$ cat src/rtl/bus_cycle_decoder_if.sv
// 6809 bus-side signals seen by the cycle decoder.
// master: the CPU / bench side driving the bus pins.
// slave:  the decoder consuming pins and producing selects and MRDY.
interface bus_cycle_decoder_if;
   logic        i_E;
   logic        i_Q;
   logic        i_RW;
   logic [15:0] i_addr;
   logic        o_sram_ce;
   logic        o_io_ce;
   logic        o_rom_ce;
   logic        o_rw;
   logic [15:0] o_addr;
   logic        o_mrdy;

   modport master (
      output i_E,
      output i_Q,
      output i_RW,
      output i_addr,
      input  o_sram_ce,
      input  o_io_ce,
      input  o_rom_ce,
      input  o_rw,
      input  o_addr,
      input  o_mrdy
   );

   modport slave (
      input  i_E,
      input  i_Q,
      input  i_RW,
      input  i_addr,
      output o_sram_ce,
      output o_io_ce,
      output o_rom_ce,
      output o_rw,
      output o_addr,
      output o_mrdy
   );
endinterface

$ cat src/rtl/bus_cycle_decoder.sv
// 6809 bus cycle decoder.
// Brings E/Q into the i_clk domain, latches address and R/W on Q-rise, decodes the
// access into SRAM / I/O / ROM and drives registered chip-selects. I/O accesses can be
// stretched by holding MRDY low for IO_WAIT clocks after E-rise.
module bus_cycle_decoder #(
   parameter logic [15:0] SRAM_TOP = 16'hBFFF,
   parameter logic [15:0] IO_TOP   = 16'hDFFF,
   parameter int unsigned IO_WAIT  = 4
) (
   input logic                i_clk,
   input logic                i_rst_n,
   bus_cycle_decoder_if.slave bus
);

   localparam logic [3:0] WaitLoad = 4'(IO_WAIT);

   typedef enum logic [1:0] {
      StIdle,
      StDecoded,
      StAccess
   } state_e;

   // Synchroniser stages ([0] first, [1] last) and previous-value flops.
   logic [1:0] e_sync_q;
   logic [1:0] q_sync_q;
   logic       e_prev_q;
   logic       q_prev_q;

   logic e_rise;
   logic e_fall;
   logic q_rise;

   state_e      state_q, state_d;
   logic [3:0]  cnt_q, cnt_d;
   logic        sram_ce_q, sram_ce_d;
   logic        io_ce_q, io_ce_d;
   logic        rom_ce_q, rom_ce_d;
   logic        mrdy_q, mrdy_d;
   logic        rw_q, rw_d;
   logic [15:0] addr_q, addr_d;

   logic hit_sram;
   logic hit_io;
   logic hit_rom;

   // Synchronise E and Q and keep the previous synchronised value for edge detection.
   always_ff @(posedge i_clk or negedge i_rst_n) begin
      if (!i_rst_n) begin
         e_sync_q <= 2'b00;
         q_sync_q <= 2'b00;
         e_prev_q <= 1'b0;
         q_prev_q <= 1'b0;
      end else begin
         e_sync_q <= {e_sync_q[0], bus.i_E};
         q_sync_q <= {q_sync_q[0], bus.i_Q};
         e_prev_q <= e_sync_q[1];
         q_prev_q <= q_sync_q[1];
      end
   end

   assign e_rise = e_sync_q[1] & ~e_prev_q;
   assign e_fall = ~e_sync_q[1] & e_prev_q;
   assign q_rise = q_sync_q[1] & ~q_prev_q;

   // Region decode of the live address; only used at the Q-rise latch point.
   assign hit_sram = (bus.i_addr <= SRAM_TOP);
   assign hit_io   = (bus.i_addr > SRAM_TOP) && (bus.i_addr <= IO_TOP);
   assign hit_rom  = ~hit_sram & ~hit_io;

   // FSM state and all registered outputs.
   always_ff @(posedge i_clk or negedge i_rst_n) begin
      if (!i_rst_n) begin
         state_q   <= StIdle;
         cnt_q     <= 4'd0;
         sram_ce_q <= 1'b0;
         io_ce_q   <= 1'b0;
         rom_ce_q  <= 1'b0;
         mrdy_q    <= 1'b1;
         rw_q      <= 1'b1;
         addr_q    <= 16'h0000;
      end else begin
         state_q   <= state_d;
         cnt_q     <= cnt_d;
         sram_ce_q <= sram_ce_d;
         io_ce_q   <= io_ce_d;
         rom_ce_q  <= rom_ce_d;
         mrdy_q    <= mrdy_d;
         rw_q      <= rw_d;
         addr_q    <= addr_d;
      end
   end

   // Next-state and next-output logic.
   always_comb begin
      state_d   = state_q;
      cnt_d     = cnt_q;
      sram_ce_d = sram_ce_q;
      io_ce_d   = io_ce_q;
      rom_ce_d  = rom_ce_q;
      mrdy_d    = mrdy_q;
      rw_d      = rw_q;
      addr_d    = addr_q;

      unique case (state_q)
         StIdle: begin
            sram_ce_d = 1'b0;
            io_ce_d   = 1'b0;
            rom_ce_d  = 1'b0;
            mrdy_d    = 1'b1;
            cnt_d     = 4'd0;
            if (q_rise) begin
               addr_d    = bus.i_addr;
               rw_d      = bus.i_RW;
               sram_ce_d = hit_sram;
               io_ce_d   = hit_io;
               rom_ce_d  = hit_rom;
               state_d   = StDecoded;
            end
         end

         StDecoded: begin
            if (e_fall) begin
               // E was already high at Q-rise; abandon the cycle.
               sram_ce_d = 1'b0;
               io_ce_d   = 1'b0;
               rom_ce_d  = 1'b0;
               mrdy_d    = 1'b1;
               cnt_d     = 4'd0;
               state_d   = StIdle;
            end else if (e_rise) begin
               state_d = StAccess;
               if (io_ce_q && (WaitLoad != 4'd0)) begin
                  cnt_d  = WaitLoad;
                  mrdy_d = 1'b0;
               end
            end
         end

         StAccess: begin
            // E-fall wins over everything, including a coincident Q-rise.
            if (e_fall) begin
               sram_ce_d = 1'b0;
               io_ce_d   = 1'b0;
               rom_ce_d  = 1'b0;
               mrdy_d    = 1'b1;
               cnt_d     = 4'd0;
               state_d   = StIdle;
            end else if (cnt_q != 4'd0) begin
               cnt_d = cnt_q - 4'd1;
               if (cnt_q == 4'd1) begin
                  mrdy_d = 1'b1;
               end
            end
         end

         default: begin
            sram_ce_d = 1'b0;
            io_ce_d   = 1'b0;
            rom_ce_d  = 1'b0;
            mrdy_d    = 1'b1;
            cnt_d     = 4'd0;
            state_d   = StIdle;
         end
      endcase
   end

   assign bus.o_sram_ce = sram_ce_q;
   assign bus.o_io_ce   = io_ce_q;
   assign bus.o_rom_ce  = rom_ce_q;
   assign bus.o_rw      = rw_q;
   assign bus.o_addr    = addr_q;
   assign bus.o_mrdy    = mrdy_q;

   // Exactly one select is active whenever a cycle is in progress.
   a_onehot_ce : assert property (@(posedge i_clk) disable iff (!i_rst_n)
      (state_q != StIdle) |-> $onehot({sram_ce_q, io_ce_q, rom_ce_q}));

endmodule

$ cat src/flat_wrapper.sv
// flat-port wrapper written by rule: the top's interface ports become plain ports
module bus_cycle_decoder_flat 
#(
   parameter logic [15:0] SRAM_TOP = 16'hBFFF,
   parameter logic [15:0] IO_TOP   = 16'hDFFF,
   parameter int unsigned IO_WAIT  = 4
)
  (i_clk, i_rst_n, bus_i_E, bus_i_Q, bus_i_RW, bus_i_addr, bus_o_sram_ce, bus_o_io_ce, bus_o_rom_ce, bus_o_rw, bus_o_addr, bus_o_mrdy);
  bus_cycle_decoder_if bus_i ();
  input logic i_clk;
  input logic i_rst_n;
  input wire logic [$bits(bus_i.i_E)-1:0] bus_i_E;
  input wire logic [$bits(bus_i.i_Q)-1:0] bus_i_Q;
  input wire logic [$bits(bus_i.i_RW)-1:0] bus_i_RW;
  input wire logic [$bits(bus_i.i_addr)-1:0] bus_i_addr;
  output wire logic [$bits(bus_i.o_sram_ce)-1:0] bus_o_sram_ce;
  output wire logic [$bits(bus_i.o_io_ce)-1:0] bus_o_io_ce;
  output wire logic [$bits(bus_i.o_rom_ce)-1:0] bus_o_rom_ce;
  output wire logic [$bits(bus_i.o_rw)-1:0] bus_o_rw;
  output wire logic [$bits(bus_i.o_addr)-1:0] bus_o_addr;
  output wire logic [$bits(bus_i.o_mrdy)-1:0] bus_o_mrdy;
  assign bus_i.i_E = bus_i_E;
  assign bus_i.i_Q = bus_i_Q;
  assign bus_i.i_RW = bus_i_RW;
  assign bus_i.i_addr = bus_i_addr;
  assign bus_o_sram_ce = bus_i.o_sram_ce;
  assign bus_o_io_ce = bus_i.o_io_ce;
  assign bus_o_rom_ce = bus_i.o_rom_ce;
  assign bus_o_rw = bus_i.o_rw;
  assign bus_o_addr = bus_i.o_addr;
  assign bus_o_mrdy = bus_i.o_mrdy;
  bus_cycle_decoder #(.SRAM_TOP(SRAM_TOP), .IO_TOP(IO_TOP), .IO_WAIT(IO_WAIT)) u_core (.i_clk(i_clk), .i_rst_n(i_rst_n), .bus(bus_i));
endmodule
$ cat config.mk
export PLATFORM = sky130hd
export DESIGN_NAME = bus_cycle_decoder_flat
export DESIGN_NICKNAME = d
export VERILOG_FILES = /design/src/rtl/bus_cycle_decoder_if.sv /design/src/rtl/bus_cycle_decoder.sv /design/src/flat_wrapper.sv
export SDC_FILE = /design/constraint.sdc
export NUM_CORES = 1
export LEC_CHECK = 0
export ABC_AREA = 1
export BUFFER_PORTS_ARGS = -buffer_cell sky130_fd_sc_hd__buf_2
export CAP_MARGIN = 0
export CORE_MARGIN = 2
export CORE_UTILIZATION = 25
export DETAILED_ROUTE_END_ITERATION = 10
export PLACE_DENSITY_LB_ADDON = 0.08
export SYNTH_ARGS = -nofsm -noshare
export SYNTH_HDL_FRONTEND = slang
export SYNTH_SLANG_ARGS = --single-unit
$ cat constraint.sdc
create_clock -name i_clk -period 2.4 [get_ports i_clk]
set_input_delay 0.24 -clock i_clk [delete_from_list [all_inputs] [get_ports i_clk]]
set_output_delay 0.24 -clock i_clk [all_outputs]
set_load 0.01 [all_outputs]
==> results.txt, run 1 <==
In this run the standard cell core region covers 5570 um^2. The data required time at the worst endpoint was 2.59 ns. STA classifies the critical path startpoint as a flip-flop. The synthesized netlist contains 23 unique library cells. For the leakage power, the log shows 1.01 nW. Dividing total power by cell area gives a power density of 1110 nW/um^2.

The final layout contains 238 nets. Share of flip-flops with an asynchronous set or reset after synthesis: 1.00. In the synthesized netlist, the cells that appear most often are sky130_fd_sc_hd__nand2_1 (75), sky130_fd_sc_hd__dfrtp_1 (31), sky130_fd_sc_hd__inv_1 (11), sky130_fd_sc_hd__nand3_1 (7). The tools report the final-report max-slew violation count as 0. The shortest period the worst path allows is 1.56 ns, and the area occupied by registers is 828 um^2. The tool flagged a number of max-cap violations equal to 0. The cell sitting at the root of the clock tree is a sky130_fd_sc_hd__clkbuf_8. 0 antenna diodes ended up in the layout. The largest individual stage delay along the critical path comes from the cell sky130_fd_sc_hd__dfrtp_1.

The share of final-layout standard cells stronger than drive strength 1 works out to 0.319. The min-delay analysis places its worst path in the category input port to asynchronous set/reset pin. The signal on the critical path passes through inv_1 -> ha_1 -> nand2_2 -> inv_4 -> nand2_1 -> o21ai_0.

The tools report the number of warnings issued by yosys as 0. The largest fanout of any net on the critical path works out to 19. Static timing analysis puts the maximum clock frequency at 641 MHz. The run gives 2 as the number of H-tree levels.

The later pin in the worst-skew pair is clocked with a latency of 0.28 ns. For the relative slew slack, the log shows 0.497. Once the clock tree was built, the resizer swapped 0 gates to a different size. The flow ran to the end, and the final reports show no timing, DRC or antenna violations. For this run, the leading register cell type out of synthesis is sky130_fd_sc_hd__dfrtp_1. A synthesized cell averages 8.81 um^2.

Met1 demand-to-capacity share in global routing: 0.142. Before antenna repair, the detailed router went through 4 iterations. Busiest layer in global routing: met2.

Entering global routing, the biggest net connects 34 pins. In the routed design, unresolved DRC markers number 0. Maximum cell stage delay along the critical path: 0.41 ns. The tools report the register area share after synthesis as 0.566. The completed layout was analyzed and its total power is 0.00204 W.

The run gives 0.00480 ns as the setup skew after layout. TritonCTS built the clock tree. The total clock buffers created by CTS came out at 5. In the post-synthesis netlist, the cell with the most instances is sky130_fd_sc_hd__nand2_1. For the number of instances in the synthesized netlist, the log shows 166. Yosys attributes the largest share of cell area to sky130_fd_sc_hd__dfrtp_1 (53%), sky130_fd_sc_hd__nand2_1 (19%), sky130_fd_sc_hd__ha_1 (4.3%). Final setup violation count: 0.

For the detailed-route wire length, the log shows 3250 um. For this run the aggregate overflow at the end of global routing stands at 0. Clock-pin transition on the worst setup and hold timing paths: 0.07 ns.

For this block, the initial DRC count from the detailed router was 31. The run gives 1,182 as the via count of the first global-routing pass. STA classifies the critical path endpoint as a flip-flop.

The library cell occupying the most area in the post-synthesis netlist was sky130_fd_sc_hd__dfrtp_1. The floorplan has 27 rows. In this run the cell area of the synthesized design comes to 1460 um^2. The tools report the residual antenna-violating net count after detailed routing as 0.

The worst-case IR drop observed on VDD is 0.000343 V. The global routing met2 resource utilization was 0.181; the total area of multi-input combinational cells was 552 um^2. Setup repair after global routing left no endpoint under its margin.

The number of ports placed on the die boundary came out at 42. The synthesized design contains 33 register bits. The slew at the pin closest to its max-slew limit is 0.755 ns, and the die boundary width is 80.5 um. The initial antenna violation count is 0. For the met3 track demand over resource, the log shows 0.0438.

The synthesis-to-finish area growth is 26.0%, and the setup fix buffers added after clock tree synthesis is 0. The number of vias per cell after detailed routing works out to 4.12. The initial core utilization was 0.262. The final cycle utilization of the critical path is 0.650, and the final RePlAce weighted congestion is 0.664. The HPWL after detailed placement was 2320 um; the post-detailed-route wirelength per cell was 11.4 um. The tree built by TritonCTS fans out to 33 sinks.

The area fraction of the dominant cell type after synthesis came out at 0.530. The run gives 0 as the hold-fix buffer count after cts. Counting along the longest clock path gives a buffer depth of 2. Buffers placed on the I/O ports in this run total 41. The arrival time reported for the critical path endpoint was 1.75 ns.

Critical path class: flip-flop to flip-flop. The final hold violation count is 0, and the number of enable flip-flop cells after synthesis is 0. Counting the fill cells in the layout gives 614.

The die covers 6480 um^2. The vertical die dimension was 80.5 um. The tools report the global-route usage over all layers as 0.114. The aggregate negative setup slack came out at 0 ns. The first-pass GRT wire length came out at 5640 um. The number of nets in the synthesized netlist is 192. The total number of vias is 1,175.
stage by stage:
step            util  hold slack, ns  std cells  setup WS [ns]  cell area (um^2)
2_1_floorplan      -         -0.0556        166           1.12              1460
3_3_place_gp   0.312           0.334        277          0.954              1740
3_5_place_dp   0.312           0.335        277          0.853              1740
4_1_cts        0.331          0.0459        285          0.827              1840
5_1_grt        0.331          0.0421        285          0.670              1840
6_report       0.331          0.0293        285          0.841              1840
flip-flops by register name (all words and copies together) (netlist names):
signal / flops
u_core.bus.o_addr: 16
u_core.cnt_q: 4
u_core.e_sync_q: 2
u_core.q_sync_q: 2
u_core.state_q: 2
u_core.bus.o_io_ce: 1
u_core.bus.o_mrdy: 1
u_core.bus.o_rom_ce: 1
u_core.bus.o_rw: 1
u_core.bus.o_sram_ce: 1
u_core.e_prev_q: 1
u_core.q_prev_q: 1
routing by layer:
layer / part of all wire / routed length, um
met3: 0.054 / 174
met5: 0 / 0
met4: 0.0052 / 17
met2: 0.49 / 1600
met1: 0.45 / 1450
final timing paths:
check / startpoint / to / slack [ns] / cells after the start
max: u_core.state_q[1]$_DFFE_PN0P_ / u_core.bus.o_rom_ce$_DFFE_PN0P_ / 0.84 / 6
min: i_rst_n / u_core.cnt_q[2]$_DFFE_PN0P_ / 0.03 / 1
max reg2reg: u_core.state_q[1]$_DFFE_PN0P_ / u_core.bus.o_rom_ce$_DFFE_PN0P_ / 0.84 / 6
min reg2reg: u_core.q_sync_q[0]$_DFF_PN0_ / u_core.q_sync_q[1]$_DFF_PN0_ / 0.35 / 0
max in group asynchronous: i_rst_n / u_core.cnt_q[0]$_DFFE_PN0P_ / 1.89 / 1
min in group i_clk: bus_i_Q / u_core.q_sync_q[0]$_DFF_PN0_ / 0.06 / 1
final cells by class:
class / count / area share
Clock buffer: 7 / 0.0523
Timing Repair Buffer: 41 / 0.111
Sequential cell: 33 / 0.449
Tap cell: 72 / 0.0489
Clock inverter: 1 / 0.00272
Inverter: 17 / 0.0360
Multi-Input combinational cell: 114 / 0.299
where the power goes:
part | switching (W) | internal (W)
clock network | 0.000199 | 0.000259
logic | 0.000439 | 0.000289
registers | 0.000107 | 0.000750
total | 0.000744 | 0.00130
cell usage in the layout (no fill, tap or decap), types with 2 or more instances in the layout:
master                     Yosys  layout
sky130_fd_sc_hd__inv_1        11      11
sky130_fd_sc_hd__ha_1          5       5
sky130_fd_sc_hd__o21ai_1       2       2
sky130_fd_sc_hd__dfrtp_1      31      31
sky130_fd_sc_hd__buf_2         1      41
sky130_fd_sc_hd__nand3_1       7       7
sky130_fd_sc_hd__nand3_2       2       2
sky130_fd_sc_hd__nor2_1        3       3
sky130_fd_sc_hd__clkbuf_8      0       7
sky130_fd_sc_hd__nand2_2       5       5
sky130_fd_sc_hd__nand2_1      75      75
sky130_fd_sc_hd__nand2_4       2       2
sky130_fd_sc_hd__dfstp_2       2       2
sky130_fd_sc_hd__nand4_1       2       2
sky130_fd_sc_hd__inv_2         5       5
sky130_fd_sc_hd__o21ai_0       5       5
worst max-delay path: cells and delay by family, from the launching register on:
family                     cells  cell delay, ns
and+or+nand+nor                2            0.35
adders and majority gates      1            0.19
AOI/OAI and AO/OA              1            0.16
DFF                            1            0.41
buffers and inverters          2            0.37
cell families after synthesis:
kind of cell / count (synthesis) / share of synthesized area
and+or+nand+nor: 99 / 0.295
DFF: 33 / 0.566
buffers and inverters: 19 / 0.0565
AOI/OAI and AO/OA: 9 / 0.0334
adders and majority gates: 5 / 0.0428
xor gates and xnor gates: 1 / 0.00599
Note: power is estimated with default switching activity, not from simulation.
==> run 2, diff against run 1 <==
==> constraint.sdc (replaced) <==
create_clock -name i_clk -period 1.4 [get_ports i_clk]
set_input_delay 0.14 -clock i_clk [delete_from_list [all_inputs] [get_ports i_clk]]
set_output_delay 0.14 -clock i_clk [all_outputs]
set_load 0.01 [all_outputs]
==> run 2 against run 1 <==
  * Global-route usage fell by 0.056 points
  * Flip-flop and latch count did not move
  * Clock skew fell by 0.0010 ns
  * Sequential share of layout area fell by 1.3 points
  * Final cell count rose by 2.1%
  * Fmax rose by 18%
  * Total power rose by 70%
  * Sequential power rose by 72%
  * Core utilization rose by 0.99 points
  * Non-clock buffer count rose by 7
  * Critical path depth rose by 3
  * Critical path type unchanged
==> results.txt, run 2 (synthesis results as in run 1) <==
The residual antenna-violating net count after detailed routing came out at 0 (unchanged). Number of ports placed on the die boundary: 42 (unchanged). For the maximum achievable frequency, the log shows 759 MHz (+18%). The total overflow reported by the global router came out at 0 (unchanged). The setup skew after layout came out at 0.00379 ns (-0.00101 ns). The cell sitting at the root of the clock tree is a sky130_fd_sc_hd__clkbuf_8. The post-detailed-route wirelength per cell was 11.2 um (-1.6%).

The worst setup path is of the flip-flop to flip-flop kind. The cell count after placement is 281 (+1.4%), and the cell depth of the worst flop-to-flop path is 9 (+3). The run finished with clean final reports.

The run gives 0 (unchanged) as the antenna diode count. The violation count after the first detailed-route iteration came out at 29 (-6.5%). Total clock buffers created by CTS: 5 (unchanged). The run gives 2370 um (+2.0%) as the HPWL after detailed placement. Setup repair after global routing could not meet its margin everywhere. Counting instances, the worst hold path has a depth of 3.

For the buffer depth of the longest clock path, the log shows 2 (unchanged). The worst min-delay path category was input port to flip-flop. Slew at the pin closest to its max-slew limit: 0.433 ns (-0.322 ns). The number of non-filler instances in the completed layout is 291 (+2.1%), and the clock-pin transition on the worst setup and hold timing paths is 0.07 ns (about the same). The maximum number of pins on one net before global-route repair was 34 (unchanged); the total number of vias was 1,209 (+2.9%). Initial core utilization: 0.262 (unchanged).

The number of optimization iterations in the first detailed-route pass is 5 (+1), and the clock latency of the later-clocked register in the worst-skew pair is 0.28 ns (about the same). The placed instance area is 1770 um^2 (+1.7%). The first-pass GRT wire length was 5510 um (-2.3%). The number of H-tree levels was 2 (unchanged); the relative slew slack was 0.711 (+0.215). STA classifies the critical path endpoint as a flip-flop. For the final hold violation count, the log shows 0 (unchanged). The synthesis-to-finish area growth works out to 29.8%.

The worst setup path is launched from a flip-flop. For the number of violations of the max-capacitance limit, the log shows 0 (unchanged). The die boundary width was 80.5 um (unchanged).

The largest fanout of any net on the critical path was 8 (-11). The number of vias per cell after detailed routing works out to 4.15 (+0.77%). The number of buffer cells added on primary ports came out at 41 (unchanged).

The total power density per cell area was 1830 nW/um^2 (+66%). The arrival time reported for the critical path endpoint was 1.49 ns (-0.26 ns); the shortest period the worst path allows was 1.32 ns (-0.242 ns). The logs give 0.114 (-0.000562) for the global-route usage over all layers and 5570 um^2 (unchanged) for the area of the core region. The vertical die dimension was 80.5 um (unchanged); the aggregate negative setup slack was 0 ns (unchanged). The final setup violation count came out at 0 (unchanged).

The leakage power was 1.03 nW (+1.9%); the detailed-route wire length was 3260 um (+0.49%). TritonCTS built the clock tree. The via count of the first global-routing pass came out at 1,206 (+2.0%). The final cycle utilization of the critical path was 0.941 (+0.291). The final RePlAce weighted congestion is 0.711 (+7.1%). The run gives 6480 um^2 (unchanged) as the die footprint. In the layout the commonest cells are sky130_fd_sc_hd__nand2_1 (75), sky130_fd_sc_hd__buf_2 (41), sky130_fd_sc_hd__dfrtp_1 (31).

The number of flip-flops in the largest register was 16 (unchanged). Final design instance area without fill: 1900 um^2 (+3.0%). The initial antenna violation count was 0 (unchanged). The highest ir drop seen on vdd is 0.000622 V (+81%), and the share of final-layout standard cells stronger than drive strength 1 is 0.329 (+0.00952). The run gives 0 (unchanged) as the post-route DRC violation count.

The commonest non-fill, non-tap cell in the layout was sky130_fd_sc_hd__nand2_1. The count of nets after finishing was 245 (+2.9%). The data required time at the worst endpoint is 1.57 ns (-1.02 ns), and the site row count is 27 (unchanged). The run gives 33 (unchanged) as the sink count of the clock tree.

The final-report max-slew violation count came out at 0 (unchanged).
==> run 2: changes by cell type in the layout (fill, tap and decap cells not counted), sizes merged <==
cell / previous run / this run
dlygate4sd3: 0 / 3
clkinv: 1 / 0
buf: 41 / 45
==> run 2: layout make-up <==
type                            instances  area [um^2]
Sequential cell                        33          828
Inverter                               17         68.8
Tap cell                               72         90.1
Multi-Input combinational cell        114          559
Fill cell                             600         3680
Clock buffer                            7         86.3
Timing Repair Buffer                   48          265
==> run 2: final timing paths <==
kind | from | slack [ns] | endpoint
max in group asynchronous | i_rst_n | 0.64 | u_core.bus.o_rw$_DFFE_PN1P_
hold reg to reg | u_core.q_sync_q[0]$_DFF_PN0_ | 0.35 | u_core.q_sync_q[1]$_DFF_PN0_
setup reg to reg | u_core.state_q[0]$_DFFE_PN0P_ | 0.08 | u_core.cnt_q[2]$_DFFE_PN0P_
setup / recovery | u_core.state_q[0]$_DFFE_PN0P_ | 0.08 | u_core.cnt_q[2]$_DFFE_PN0P_
min in group asynchronous | i_rst_n | 0.43 | u_core.cnt_q[3]$_DFFE_PN0P_
hold / removal | bus_i_addr[4] | 0.05 | u_core.bus.o_addr[4]$_DFFE_PN0P_
==> run 2: critical path, stage by stage, from the launching register on <==
cell	delay, ns
sky130_fd_sc_hd__dfrtp_1	0.40
sky130_fd_sc_hd__inv_1	0.09
sky130_fd_sc_hd__ha_2	0.20
sky130_fd_sc_hd__inv_1	0.05
sky130_fd_sc_hd__a21oi_2	0.13
sky130_fd_sc_hd__nand2_2	0.10
sky130_fd_sc_hd__nand2_4	0.12
sky130_fd_sc_hd__inv_2	0.03
sky130_fd_sc_hd__nand2_1	0.06
sky130_fd_sc_hd__nand2_1	0.04
==> run 2: stage by stage <==
stage / setup WS, ns / total power [W] / util / hold WS (ns)
after detailed placement: 0.0294 / 0.00277 / 0.318 / 0.205
after global routing: -0.0227 / 0.00380 / 0.341 / 0.0450
final: 0.0828 / 0.00348 / 0.341 / 0.0502
after global placement: 0.0929 / 0.00275 / 0.318 / 0.200
after floorplan: 0.122 / 0.00228 / - / -0.156
after CTS: 0.0168 / 0.00354 / 0.339 / 0.0393
==> run 2: timing repair <==
item,4_1_cts,5_1_grt
hold buffers,3,0
setup buffers,0,0
resized for setup,0,4
endpoints found under the hold margin,33,0
setup endpoints to repair,0,6
==> run 2: power by group <==
part	internal, W	total [W]	switching [W]	leakage (nW)
sequential	0.00129	0.00147	0.000183	0.410
clock	0.000390	0.000727	0.000337	0.0443
combinational	0.000529	0.00128	0.000755	0.577
==> run 2: metal layers <==
metal  share of wire  wire [um]  GRT usage  vias to the layer above
met5               0          0          0                        -
met4           0.019         63     0.0525                        0
met3           0.062        203     0.0416                        6
met2            0.48       1560      0.184                       38
met1            0.44       1440      0.134                      548
li1                -          -          -                      617
==> run 3, diff against run 2 <==
--- a/config.mk
+++ b/config.mk
@@ -9,9 +9,10 @@
 export BUFFER_PORTS_ARGS = -buffer_cell sky130_fd_sc_hd__buf_2
 export CAP_MARGIN = 0
 export CORE_MARGIN = 2
-export CORE_UTILIZATION = 25
+export CORE_UTILIZATION = 45
 export DETAILED_ROUTE_END_ITERATION = 10
 export PLACE_DENSITY_LB_ADDON = 0.08
+export SLEW_MARGIN = 10
 export SYNTH_ARGS = -nofsm -noshare
 export SYNTH_HDL_FRONTEND = slang
 export SYNTH_SLANG_ARGS = --single-unit
==> run 3 against run 2 <==
  * Sequential share of layout area fell by 2.1 points
  * Fmax barely moved
  * Final cell count fell by 4.1%
  * Die area fell by 43%
  * Clock power fell by 24%
  * First-iteration DRC count rose by 24%
  * Sequential power barely moved
  * Setup slack got worse by 0.00087 ns
  * Flip-flop and latch count did not move
  * Non-clock buffer count rose by 15
  * Critical endpoint unchanged
  * Largest cell class unchanged
==> results.txt, run 3 (synthesis results as in run 1) <==
The sink count of the clock tree is 33 (unchanged), and the initial core utilization is 0.475 (+0.213). The final design instance area without fill was 1990 um^2 (+4.9%); the clock-pin transition on the worst setup and hold timing paths was 0.10 ns (+0.03 ns). The final total power is 0.00336 W (-3.5%), and the sum of buffers and inverters on the critical path is 3 (unchanged). The number of flip-flops in the largest register is 16 (unchanged), and the maximum cell stage delay along the critical path is 0.39 ns (about the same). The initial antenna violation count was 0 (unchanged); the final setup violation count was 0 (unchanged).

The final-report max-slew violation count is 0 (unchanged), and the number of vias per cell after detailed routing is 4.53 (+9.0%). Total overflow reported by the global router: 0 (unchanged). For the total number of vias, the log shows 1,263 (+4.5%). The top cell family by delay on the critical path was flip-flops. By startpoint and endpoint, the worst setup path is classified as flip-flop to flip-flop.

The area of the core region came out at 3080 um^2 (-45%). In the layout the commonest cells are sky130_fd_sc_hd__nand2_1 (75), sky130_fd_sc_hd__buf_2 (41), sky130_fd_sc_hd__dfrtp_1 (31). The violation count after the first detailed-route iteration was 36 (+24%); the global-route usage over all layers was 0.197 (+0.0833). The run finished with clean final reports. The number of violations of the max-capacitance limit is 0 (unchanged). The number of buffer cells added on primary ports came out at 41 (unchanged). The total clock buffers created by CTS is 5 (unchanged), and the number of cells on the critical path is 9 (unchanged). The slew at the pin closest to its max-slew limit is 0.405 ns (-0.0282 ns). For the final hold violation count, the log shows 0 (unchanged). The die boundary width is 61.0 um (-24%), and the share of final-layout standard cells stronger than drive strength 1 is 0.319 (-0.00962). The post-route DRC violation count was 0 (unchanged); the aggregate negative setup slack was 0 ns (unchanged). The data required time at the worst endpoint was 1.62 ns (+0.05 ns); the number of filler instances in the final layout was 264 (-56%).

For the maximum number of pins on one net before global-route repair, the log shows 34 (unchanged). Compared with the post-synthesis result, the final layout area differs by 36.2%. The detailed-route wire length is 3150 um (-3.3%).

The number of H-tree levels came out at 2 (unchanged). The slowest cell on the critical path was sky130_fd_sc_hd__dfrtp_1. Worst min-delay path category: input port to flip-flop. The total power density per cell area is 1690 nW/um^2 (-8.1%). The number of instances on the worst hold path works out to 3 (unchanged). The HPWL after detailed placement was 2070 um (-13%); the number of optimization iterations in the first detailed-route pass was 4 (-1). The cell depth of the worst flop-to-flop path was 9 (unchanged). Setup repair after global routing could not meet its margin everywhere. The run gives 1730 um^2 (-2.4%) as the placed instance area. The first-pass GRT wire length came out at 5290 um (-3.9%). The via count of the first global-routing pass is 1,250 (+3.6%). Traced cell by cell, the critical path runs through inv_1 -> ha_2 -> inv_1 -> a21oi_2 -> nand2_2 -> nand2_4 -> inv_2 -> nand2_1 -> nand2_1. The tree is rooted in a sky130_fd_sc_hd__clkbuf_4. The residual antenna-violating net count after detailed routing was 0 (unchanged); the highest ir drop seen on vdd was 0.000984 V (+58%). The logs give 260 (+6.1%) for the count of nets after finishing and 0.730 (+0.0188) for the relative slew slack. The largest fanout of any net on the critical path is 8 (unchanged).

The logs give 1.54 ns (+0.05 ns) for the arrival time reported for the critical path endpoint and 1.08 nW (+4.9%) for the leakage power. The vertical die dimension came out at 61.0 um (-24%). The tools report the setup skew after layout as 0.00915 ns (+0.00536 ns).

TritonCTS built the clock tree. The run gives 20 (-26%) as the site row count. The type of destination of the critical path was a flip-flop. The final cycle utilization of the critical path was 0.941 (about the same); the shortest period the worst path allows was 1.32 ns (+0.000874 ns). The number of ports placed on the die boundary was 42 (unchanged); the die footprint was 3720 um^2 (-43%).

For the maximum achievable frequency, the log shows 759 MHz (about the same). Commonest non-fill, non-tap cell in the layout: sky130_fd_sc_hd__nand2_1. The final RePlAce weighted congestion was 0.767 (+7.8%); the clock latency of the later-clocked register in the worst-skew pair was 0.33 ns (+0.05 ns). The antenna diode count was 0 (unchanged).

The setup slack at placement was 0.0156 ns (-0.0138 ns); the post-detailed-route wirelength per cell was 11.3 um (+0.81%). The worst setup path is launched from a flip-flop. The tools report the buffer depth of the longest clock path as 2 (unchanged). The minimum setup slack in the final design was 0.0820 ns (-0.000874 ns).
==> run 3: repair_timing <==
| item | CTS | global route |
|---|---|---|
| setup endpoints to repair | 2 | 6 |
| hold buffers | 18 | 0 |
| resized for setup | 1 | 5 |
| buffers inserted | 0 | 1 |
| hold endpoints to repair | 48 | 0 |
| cloned | 0 | 0 |
==> run 3: layout make-up <==
cell class / count / area (um^2) / area share
repair buffers: 63 / 415 / 0.209
inverters: 17 / 68.8 / 0.0345
well taps: 44 / 55.1 / 0.0276
multi-input cells: 114 / 562 / 0.282
flip-flops and latches: 33 / 828 / 0.416
clock buffers: 7 / 55.1 / 0.0276
clock inverters: 1 / 7.51 / 0.00377
==> run 3: report_power, final <==
part           leakage, nW  total [W]  switching, W  internal [W]
Sequential           0.410    0.00146      0.000182       0.00128
Clock               0.0315   0.000555      0.000310      0.000246
Combinational        0.640    0.00134      0.000772      0.000566
==> run 3: final timing paths <==
check,from,to,slack [ns]
worst max-delay path,u_core.state_q[0]$_DFFE_PN0P_,u_core.cnt_q[2]$_DFFE_PN0P_,0.08
worst min-delay path,bus_i_addr[14],u_core.bus.o_addr[14]$_DFFE_PN0P_,0.03
worst max register to register,u_core.state_q[0]$_DFFE_PN0P_,u_core.cnt_q[2]$_DFFE_PN0P_,0.08
worst min register to register,u_core.q_sync_q[0]$_DFF_PN0_,u_core.q_sync_q[1]$_DFF_PN0_,0.35
max in group asynchronous,i_rst_n,u_core.bus.o_rw$_DFFE_PN1P_,0.73
min in group asynchronous,i_rst_n,u_core.e_sync_q[1]$_DFF_PN0_,0.34
==> run 3: worst min-delay path, cell delays in order <==
cell                      delay (ns)
sky130_fd_sc_hd__buf_2          0.09
sky130_fd_sc_hd__nand2_1        0.05
sky130_fd_sc_hd__nand2_1        0.06
==> run 3: metal layers <==
| layer | up-vias | share of wire | GRT usage |
|---|---|---|---|
| met5 | - | 0 | 0 |
| met4 | 0 | 0.012 | 0.0839 |
| met3 | 6 | 0.052 | 0.0630 |
| met2 | 37 | 0.52 | 0.344 |
| met1 | 575 | 0.41 | 0.222 |
| li1 | 645 | - | - |
==> run 3: metrics by stage <==
step                       util  std cells  hold WS [ns]
final                     0.647        279        0.0266
after global routing      0.647        279        0.0361
after CTS                 0.642        278        0.0115
after detailed placement  0.562        252         0.189
after global placement    0.562        252         0.184
after floorplan               -        166        -0.156
